[config.mk]
export PLATFORM = sky130hd
export DESIGN_NAME = edge_mem_ctrl
export DESIGN_NICKNAME = d
export VERILOG_FILES = /design/src/rtl/edge_ctrl_pkg.sv /design/src/rtl/edge_addr_gen.sv /design/src/rtl/edge_mem_ctrl.sv
export SDC_FILE = /design/constraint.sdc
export NUM_CORES = 1
export LEC_CHECK = 0
export CORE_MARGIN = 8
export CORE_UTILIZATION = 46
export DETAILED_ROUTE_END_ITERATION = 8
export GPL_TIMING_DRIVEN = 0
export PLACE_DENSITY = 0.78
export SETUP_SLACK_MARGIN = 0.1
export SLEW_MARGIN = 15
export SYNTH_ARGS = -nofsm -noshare
export SYNTH_HDL_FRONTEND = slang
export SYNTH_SLANG_ARGS = --single-unit
export TNS_END_PERCENT = 10
[constraint.sdc]
create_clock -name clk -period 3.3 [get_ports clk]
set_input_delay 0.33 -clock clk [delete_from_list [all_inputs] [get_ports clk]]
set_output_delay 0.33 -clock clk [all_outputs]
set_load 0.02 [all_outputs]
[src/rtl/edge_ctrl_pkg.sv]
// Shared types and constants for the Sobel engine memory sequencer.
package edge_ctrl_pkg;

    typedef enum logic [2:0] {
        ST_IDLE = 3'd0,
        ST_RD   = 3'd1,
        ST_WR   = 3'd2,
        ST_RESP = 3'd3,
        ST_HOLD = 3'd4
    } state_e;

    localparam logic [1:0] ED_MODE_IDLE  = 2'b00;
    localparam logic [1:0] ED_MODE_FILL  = 2'b01;
    localparam logic [1:0] ED_MODE_WRITE = 2'b10;

    localparam logic [3:0] FULL_BEATS  = 4'd12;
    localparam logic [3:0] REUSE_BEATS = 4'd6;
    localparam logic [3:0] WR_BEATS    = 4'd2;

    // First column fetched when the two left columns are recycled.
    localparam logic [1:0] REUSE_COL = 2'd2;

    // Window byte slot: row*4 + col.
    function automatic logic [3:0] slot_idx(input logic [1:0] row, input logic [1:0] col);
        return {row, col};
    endfunction

endpackage

[src/rtl/edge_addr_gen.sv]
// Beat sequencer: beat/row/col counters and a running row-base adder that
// produce the registered memory byte address and the window slot of the current beat.
module edge_addr_gen
    import edge_ctrl_pkg::*;
#(
    parameter int ADDR_W = 24,
    parameter int PIX_W  = 20
) (
    input  logic              clk,
    input  logic              n_rst,
    input  logic              load_rd_i,
    input  logic              load_wr_i,
    input  logic              advance_i,
    input  logic              reuse_i,
    input  logic [ADDR_W-1:0] src_base_i,
    input  logic [ADDR_W-1:0] dst_base_i,
    input  logic [PIX_W-1:0]  rpixnum_i,
    input  logic [PIX_W-1:0]  wpixnum_i,
    input  logic [11:0]       image_width_i,
    output logic [ADDR_W-1:0] addr_o,
    output logic [3:0]        slot_o,
    output logic              first_o,
    output logic              last_o
);

    logic [ADDR_W-1:0] row_base_q, row_base_d;
    logic [ADDR_W-1:0] addr_q, addr_d;
    logic [1:0]        col_q, col_d;
    logic [1:0]        col_start_q, col_start_d;
    logic [1:0]        row_q, row_d;
    logic [3:0]        beat_q, beat_d;
    logic [3:0]        beats_q, beats_d;

    // Next counter/address values for a sequence start or an acked beat.
    always_comb begin
        row_base_d  = row_base_q;
        addr_d      = addr_q;
        col_d       = col_q;
        col_start_d = col_start_q;
        row_d       = row_q;
        beat_d      = beat_q;
        beats_d     = beats_q;
        if (load_rd_i) begin
            col_start_d = reuse_i ? REUSE_COL : 2'd0;
            row_base_d  = src_base_i + ADDR_W'(rpixnum_i);
            col_d       = col_start_d;
            row_d       = 2'd0;
            beat_d      = 4'd0;
            beats_d     = reuse_i ? REUSE_BEATS : FULL_BEATS;
            addr_d      = row_base_d + ADDR_W'(col_d);
        end else if (load_wr_i) begin
            col_start_d = 2'd0;
            row_base_d  = dst_base_i + ADDR_W'(wpixnum_i);
            col_d       = 2'd0;
            row_d       = 2'd0;
            beat_d      = 4'd0;
            beats_d     = WR_BEATS;
            addr_d      = row_base_d;
        end else if (advance_i) begin
            beat_d = beat_q + 4'd1;
            // Row wrap: add one row length instead of multiplying.
            if (col_q == 2'd3) begin
                col_d      = col_start_q;
                row_d      = row_q + 2'd1;
                row_base_d = row_base_q + ADDR_W'(image_width_i);
            end else begin
                col_d = col_q + 2'd1;
            end
            addr_d = row_base_d + ADDR_W'(col_d);
        end else begin
            addr_d = addr_q;
        end
    end

    // Counter and address registers.
    always_ff @(posedge clk or negedge n_rst) begin
        if (!n_rst) begin
            row_base_q  <= '0;
            addr_q      <= '0;
            col_q       <= 2'd0;
            col_start_q <= 2'd0;
            row_q       <= 2'd0;
            beat_q      <= 4'd0;
            beats_q     <= 4'd0;
        end else begin
            row_base_q  <= row_base_d;
            addr_q      <= addr_d;
            col_q       <= col_d;
            col_start_q <= col_start_d;
            row_q       <= row_d;
            beat_q      <= beat_d;
            beats_q     <= beats_d;
        end
    end

    assign addr_o  = addr_q;
    assign slot_o  = slot_idx(row_q, col_q);
    assign first_o = (beat_q == 4'd0);
    assign last_o  = (beat_q == beats_q - 4'd1);

endmodule

[src/rtl/edge_mem_ctrl.sv]
// Sobel engine memory sequencer: 3x4 window fetch and 2-pixel write over a byte SRAM port.
// Optional column reuse between horizontally adjacent fills: EDGE_COL_REUSE_EN.
module edge_mem_ctrl
    import edge_ctrl_pkg::*;
#(
    parameter int ADDR_W = 24,
    parameter int PIX_W  = 20
) (
    input  logic              clk,
    input  logic              n_rst,
    input  logic              ed_start,
    input  logic [1:0]        ed_mode,
    input  logic              fill_buff,
    input  logic [PIX_W-1:0]  rpixnum,
    input  logic [PIX_W-1:0]  wpixnum,
    input  logic [15:0]       wdata,
    input  logic [11:0]       image_width,
    input  logic [ADDR_W-1:0] src_base,
    input  logic [ADDR_W-1:0] dst_base,
    output logic              buff_filled,
    output logic [95:0]       rdata,
    output logic              dfb,
    output logic              mem_req,
    output logic              mem_we,
    output logic [ADDR_W-1:0] mem_addr,
    output logic [7:0]        mem_wdata,
    input  logic [7:0]        mem_rdata,
    input  logic              mem_ack
);

    state_e      state_q, state_d;
    logic        mem_req_q, mem_req_d;
    logic        mem_we_q, mem_we_d;
    logic [7:0]  mem_wdata_q, mem_wdata_d;
    logic [7:0]  wdata_hi_q, wdata_hi_d;
    logic [95:0] rdata_q, rdata_d;
    logic        buff_filled_q, buff_filled_d;
    logic        dfb_q, dfb_d;
    logic        load_rd_s, load_wr_s, advance_s, ack_s;
    logic        reuse_hit_s, reuse_fill_s;
    logic [3:0]  slot_s;
    logic        first_s, last_s;

    edge_addr_gen #(.ADDR_W(ADDR_W), .PIX_W(PIX_W)) u_addr_gen (
        .clk           (clk),
        .n_rst         (n_rst),
        .load_rd_i     (load_rd_s),
        .load_wr_i     (load_wr_s),
        .advance_i     (advance_s),
        .reuse_i       (reuse_hit_s),
        .src_base_i    (src_base),
        .dst_base_i    (dst_base),
        .rpixnum_i     (rpixnum),
        .wpixnum_i     (wpixnum),
        .image_width_i (image_width),
        .addr_o        (mem_addr),
        .slot_o        (slot_s),
        .first_o       (first_s),
        .last_o        (last_s)
    );

    assign ack_s = mem_req_q && mem_ack;

    // Sequencer next state, handshake outputs and window capture.
    always_comb begin
        state_d       = state_q;
        mem_req_d     = mem_req_q;
        mem_we_d      = mem_we_q;
        mem_wdata_d   = mem_wdata_q;
        wdata_hi_d    = wdata_hi_q;
        rdata_d       = rdata_q;
        buff_filled_d = 1'b0;
        dfb_d         = 1'b0;
        load_rd_s     = 1'b0;
        load_wr_s     = 1'b0;
        advance_s     = 1'b0;
        case (state_q)
            ST_IDLE: begin
                if (ed_mode == ED_MODE_FILL && fill_buff) begin
                    state_d   = ST_RD;
                    mem_req_d = 1'b1;
                    mem_we_d  = 1'b0;
                    load_rd_s = 1'b1;
                end else if (ed_mode == ED_MODE_WRITE) begin
                    state_d     = ST_WR;
                    mem_req_d   = 1'b1;
                    mem_we_d    = 1'b1;
                    mem_wdata_d = wdata[7:0];
                    wdata_hi_d  = wdata[15:8];
                    load_wr_s   = 1'b1;
                end else begin
                    state_d = ST_IDLE;
                end
            end
            ST_RD: begin
                if (ack_s) begin
                    // Left columns are recycled only once new data starts arriving.
                    if (first_s && reuse_fill_s) begin
                        for (int r = 0; r < 3; r++) begin
                            rdata_d[r*32 +: 16] = rdata_q[r*32+16 +: 16];
                        end
                    end else begin
                        rdata_d = rdata_q;
                    end
                    rdata_d[{slot_s, 3'b000} +: 8] = mem_rdata;
                    if (last_s) begin
                        state_d       = ST_RESP;
                        mem_req_d     = 1'b0;
                        buff_filled_d = 1'b1;
                    end else begin
                        advance_s = 1'b1;
                    end
                end else begin
                    state_d = ST_RD;
                end
            end
            ST_WR: begin
                if (ack_s) begin
                    if (last_s) begin
                        state_d   = ST_RESP;
                        mem_req_d = 1'b0;
                        dfb_d     = 1'b1;
                    end else begin
                        advance_s   = 1'b1;
                        mem_wdata_d = wdata_hi_q;
                    end
                end else begin
                    state_d = ST_WR;
                end
            end
            ST_RESP: begin
                state_d = ST_HOLD;
            end
            ST_HOLD: begin
                if (ed_mode == ED_MODE_IDLE) begin
                    state_d = ST_IDLE;
                end else begin
                    state_d = ST_HOLD;
                end
            end
            default: begin
                state_d   = ST_IDLE;
                mem_req_d = 1'b0;
            end
        endcase
    end

    // Sequencer and output registers.
    always_ff @(posedge clk or negedge n_rst) begin
        if (!n_rst) begin
            state_q       <= ST_IDLE;
            mem_req_q     <= 1'b0;
            mem_we_q      <= 1'b0;
            mem_wdata_q   <= 8'h00;
            wdata_hi_q    <= 8'h00;
            rdata_q       <= '0;
            buff_filled_q <= 1'b0;
            dfb_q         <= 1'b0;
        end else begin
            state_q       <= state_d;
            mem_req_q     <= mem_req_d;
            mem_we_q      <= mem_we_d;
            mem_wdata_q   <= mem_wdata_d;
            wdata_hi_q    <= wdata_hi_d;
            rdata_q       <= rdata_d;
            buff_filled_q <= buff_filled_d;
            dfb_q         <= dfb_d;
        end
    end

`ifdef EDGE_COL_REUSE_EN
    logic [PIX_W-1:0] last_pix_q, last_pix_d;
    logic             reuse_vld_q, reuse_vld_d;
    logic             reuse_fill_q, reuse_fill_d;

    assign reuse_hit_s  = reuse_vld_q && (rpixnum == last_pix_q + {{(PIX_W-2){1'b0}}, 2'b10});
    assign reuse_fill_s = reuse_fill_q;

    // Last filled index and validity; ed_start low always wins over a completing fill.
    always_comb begin
        last_pix_d   = last_pix_q;
        reuse_fill_d = reuse_fill_q;
        reuse_vld_d  = reuse_vld_q;
        if (load_rd_s) begin
            last_pix_d   = rpixnum;
            reuse_fill_d = reuse_hit_s;
        end else begin
            last_pix_d = last_pix_q;
        end
        if (!ed_start) begin
            reuse_vld_d = 1'b0;
        end else if (buff_filled_d) begin
            reuse_vld_d = 1'b1;
        end else begin
            reuse_vld_d = reuse_vld_q;
        end
    end

    // Reuse tracking registers.
    always_ff @(posedge clk or negedge n_rst) begin
        if (!n_rst) begin
            last_pix_q   <= '0;
            reuse_vld_q  <= 1'b0;
            reuse_fill_q <= 1'b0;
        end else begin
            last_pix_q   <= last_pix_d;
            reuse_vld_q  <= reuse_vld_d;
            reuse_fill_q <= reuse_fill_d;
        end
    end
`else
    logic unused_start_s;

    assign reuse_hit_s    = 1'b0;
    assign reuse_fill_s   = 1'b0;
    assign unused_start_s = ed_start;
`endif

    assign mem_req     = mem_req_q;
    assign mem_we      = mem_we_q;
    assign mem_wdata   = mem_wdata_q;
    assign rdata       = rdata_q;
    assign buff_filled = buff_filled_q;
    assign dfb         = dfb_q;

endmodule

==> impl_metrics.prom <==
# TYPE chip_impl_metric gauge
chip_impl_metric{name="post_synthesis_net_count",unit=""} 1408
chip_impl_metric{name="cp.required",unit="ns"} 3.63
chip_impl_metric{name="synth_async_sr_flop_share",unit=""} 1.00
chip_impl_metric{name="number_of_port_buffers",unit=""} 253
chip_impl_metric{name="wl",unit="µm"} 35400
chip_impl_metric{name="synthToLayoutAreaGrowth",unit="%"} 37.0
chip_impl_info{name="postSynth.topFlopCell",value="dfrtp_1"} 1
chip_impl_metric{name="net-switching-power",unit="µW"} 4700
chip_impl_metric{name="synth.ff_latch_count",unit=""} 177
chip_impl_metric{name="detailedRoute.firstIterationViolations",unit=""} 914
chip_impl_metric{name="crit_path_max_fanout",unit=""} 6
chip_impl_metric{name="area.sequential",unit="µm²"} 4430
chip_impl_metric{name="worst_setup_slack_before_clock_tree_synthesis",unit="ns"} -0.899
chip_impl_metric{name="wl_per_cell",unit="µm"} 19.3
chip_impl_metric{name="clock-sinks",unit=""} 177
chip_impl_metric{name="hold_ws",unit="ns"} 0.349
chip_impl_info{name="critPathCaptureType",value="flip-flop"} 1
chip_impl_info{name="outcome",value="complete, but fails checks"} 1
chip_impl_info{name="synth.top_cells.by_area",value="dfrtp_1, ha_1, nand2_1"} 1
chip_impl_metric{name="die_area",unit="µm²"} 29300
chip_impl_metric{name="ant_nets",unit=""} 0
chip_impl_metric{name="slew_viol_final",unit=""} 0
chip_impl_metric{name="report.final.hold_viol_count",unit=""} 0
chip_impl_metric{name="post_synth_num_cell_types",unit=""} 88
chip_impl_metric{name="nets",unit=""} 1701
chip_impl_metric{name="post_route_cells_drive_above_1_share",unit=""} 0.120
chip_impl_info{name="violations",value="negative setup slack"} 1
chip_impl_metric{name="cts_max_path_buffers",unit=""} 2
chip_impl_info{name="rsz0062_at_grt",value="yes"} 1
chip_impl_metric{name="final.fill_count",unit=""} 1904
chip_impl_metric{name="globalRouteTotalUtil",unit=""} 0.237
chip_impl_metric{name="insertion_delay",unit="ns"} 0.44
chip_impl_metric{name="dp_hpwl",unit="µm"} 26700
chip_impl_metric{name="seq_area_frac_synth",unit=""} 0.400
chip_impl_metric{name="dpl.cell_count",unit=""} 1787
chip_impl_info{name="yosys-top-cells-count",value="nand2_1, dfrtp_1, o21ai_0"} 1
chip_impl_info{name="root_buffer_cell",value="clkbuf_16"} 1
chip_impl_metric{name="grt_overflow",unit=""} 0
chip_impl_metric{name="initial_utilization",unit=""} 0.470
chip_impl_metric{name="num_io_pins",unit=""} 263
chip_impl_metric{name="synth_top_area_share",unit=""} 0.400
chip_impl_metric{name="cell_internal_pwr",unit="µW"} 6110
chip_impl_metric{name="drt_pass1_iterations",unit=""} 5
chip_impl_metric{name="power.switching_fraction",unit=""} 0.435
chip_impl_metric{name="power_per_cell_area",unit="nW/µm²"} 713
chip_impl_metric{name="worstPathArrival",unit="ns"} 3.92
chip_impl_info{name="hold_path_class",value="primary input to flip-flop"} 1
chip_impl_metric{name="total_leakage_power",unit="µW"} 0.00637
chip_impl_metric{name="yosysWarningCount",unit=""} 0
chip_impl_metric{name="layoutNonFillerInstCount",unit=""} 1838
chip_impl_metric{name="tightestPinTransition",unit="ns"} 1.07
chip_impl_info{name="yosys.area.top_type",value="dfrtp_1"} 1
chip_impl_metric{name="fin_ws",unit="ns"} -0.283
chip_impl_metric{name="core_area",unit="µm²"} 23500
chip_impl_info{name="tritoncts",value="built"} 1
chip_impl_metric{name="grt_start_max_net_pins",unit=""} 109
chip_impl_metric{name="power.ir.vdd_worst",unit="mV"} 0.432
chip_impl_metric{name="antenna_found_initial",unit=""} 0
chip_impl_metric{name="remaining_drc_errors",unit=""} 0
chip_impl_metric{name="power.clock.fraction",unit=""} 0.194
chip_impl_metric{name="syn_area",unit="µm²"} 11100
chip_impl_info{name="synthMostInstantiatedCell",value="nand2_1"} 1
chip_impl_metric{name="avgSynthCellArea",unit="µm²"} 9.13
chip_impl_metric{name="n_antenna_cell",unit=""} 0
chip_impl_metric{name="slew-limit-headroom",unit=""} 0.279
chip_impl_info{name="kind_of_critical_path",value="flip-flop to flip-flop"} 1
chip_impl_metric{name="count_of_flip_flops_with_a_built_in_enable_after_synthesis",unit=""} 0
chip_impl_metric{name="final-setup-viol-count",unit=""} 8
chip_impl_metric{name="max_freq",unit="GHz"} 0.279
chip_impl_info{name="critical_path.startpoint_type",value="flip-flop"} 1
chip_impl_metric{name="die_h",unit="µm"} 171
chip_impl_metric{name="drv.max_cap_violation_count",unit=""} 0
chip_impl_metric{name="cts_made_buffers",unit=""} 17
chip_impl_metric{name="fp-row-count",unit=""} 56
chip_impl_metric{name="route.vias.total",unit=""} 10600
chip_impl_metric{name="grt_pass1_vias",unit=""} 10400
chip_impl_metric{name="fin_clk_skew",unit="ns"} 0.0130
chip_impl_metric{name="final_min_period_over_clock_period",unit=""} 1.09
chip_impl_metric{name="cts_clk_pin_slew_worst_paths",unit="ns"} 0.08
chip_impl_metric{name="final.min_clock_period",unit="ns"} 3.58
chip_impl_metric{name="gate_power_share",unit=""} 0.525
chip_impl_metric{name="pwr-share-seq",unit=""} 0.281
chip_impl_metric{name="overall_die_width",unit="µm"} 171
chip_impl_metric{name="cts.htree.levels",unit=""} 4
chip_impl_metric{name="syn-instance-count",unit=""} 1213
chip_impl_metric{name="gp_congestion",unit=""} 0.949
chip_impl_metric{name="first_pass_grt_wire_length",unit="µm"} 55100
chip_impl_metric{name="area_occupied_by_multi_input_gates",unit="µm²"} 6540
chip_impl_metric{name="vias_per_cell",unit=""} 5.76
-- metal layers --
layer | share of wire | GRT usage | vias to the layer above
met3 | 0.088 | 0.0546 | 46
met1 | 0.42 | 0.296 | 5123
met2 | 0.48 | 0.401 | 471
met5 | 0 | 0 | -
li1 | - | - | 4953
met4 | 0.021 | 0.0722 | 0
-- cell type report --
cell class / instances / share of cell area
clock inverter: 15 / 0.0132
buffer: 61 / 0.0231
inverter: 25 / 0.00643
sequential: 177 / 0.292
timing repair buffer: 275 / 0.179
multi-input combinational: 949 / 0.431
tap: 319 / 0.0263
clock buffer: 17 / 0.0280
-- flip-flops by register name, indices dropped and copies added, names as in the netlist --
| name | count |
|---|---|
| dfb | 1 |
| buff_filled | 1 |
| mem_req | 1 |
| state_q | 3 |
| u_addr_gen.addr_o | 24 |
| u_addr_gen.row_base_q | 24 |
| u_addr_gen.col_q | 2 |
| rdata | 96 |
| mem_wdata | 8 |
| u_addr_gen.beats_q | 2 |
| wdata_hi_q | 8 |
| mem_we | 1 |
| u_addr_gen.beat_q | 4 |
| u_addr_gen.row_q | 2 |
-- path summary, 6_finish.rpt --
path,cells after the start,slack (ns),endpoint,from
min reg2reg,2,0.48,mem_wdata[3],mem_wdata[3]
max in group asynchronous,3,1.96,rdata[5],n_rst
max reg2reg,14,-0.28,u_addr_gen.addr_o[23],u_addr_gen.row_base_q[0]
min in group asynchronous,2,0.44,mem_wdata[2],n_rst
max,14,-0.28,u_addr_gen.addr_o[23],u_addr_gen.row_base_q[0]
min,3,0.35,rdata[63],mem_rdata[7]
-- cells in the final DEF, fill, tap and decap left out, drive strengths merged, types with 16 or more instances in the layout --
| cell type | Yosys | routed |
|---|---|---|
| a21o | 16 | 16 |
| a21oi | 81 | 81 |
| buf | 22 | 46 |
| clkbuf | 40 | 54 |
| clkdlybuf4s50 | 0 | 252 |
| dfrtp | 177 | 177 |
| ha | 60 | 60 |
| inv | 24 | 32 |
| mux2 | 49 | 49 |
| mux2i | 18 | 18 |
| nand2 | 185 | 185 |
| nand3 | 29 | 29 |
| nor2 | 83 | 83 |
| nor3 | 25 | 25 |
| o21a | 19 | 19 |
| o21ai | 120 | 120 |
| xnor2 | 36 | 36 |
| xor2 | 30 | 30 |
-- worst max-delay path, stage by stage (launching register included) --
cell and delay [ns]:
dfrtp_1 0.42, ha_4 0.19, fa_2 0.39, a211o_4 0.39, a211oi_2 0.21, a221o_1 0.18
and4_2 0.22, buf_6 0.12, nand4_1 0.16, nor2_1 0.13, or4b_4 0.47, buf_6 0.15
nor3_4 0.12, mux2i_1 0.09, a211o_1 0.22
-- metrics by stage --
step           area [µm²]  total power (µW)   util  setup TNS [ns]
2_1_floorplan       11100              6440      -          -0.573
3_3_place_gp        14100              8090  0.597         -993.78
3_5_place_dp        14100              8210  0.599          -15.89
4_1_cts             15000             10600  0.638           -1.41
5_1_grt             15200             11400  0.644           -2.83
6_report            15200             10800  0.644           -1.72
-- what timing repair did --
item	CTS	global route
pin swaps	12	10
setup endpoints to repair	43	43
hold endpoints to repair	69	0
hold buffers	1	0
buffers inserted	16	3
gates resized for setup	36	29
-- cell families after synthesis --
kind of cell | share of synthesized area
mux | 0.0661
fa+ha+maj | 0.0750
flops | 0.400
buf+inv | 0.0368
compound gates | 0.201
xor+xnor | 0.0522
simple gates | 0.169
-- power by group through the flow --
stage	logic (µW)	registers, µW	clock network (µW)
2_1_floorplan	3170	3270	0
3_3_place_gp	5030	3060	0
3_5_place_dp	5140	3070	0
4_1_cts	5490	3010	2120
5_1_grt	6150	3090	2210
6_report	5680	3040	2100
No activity file was read; power rests on OpenSTA's default activity.
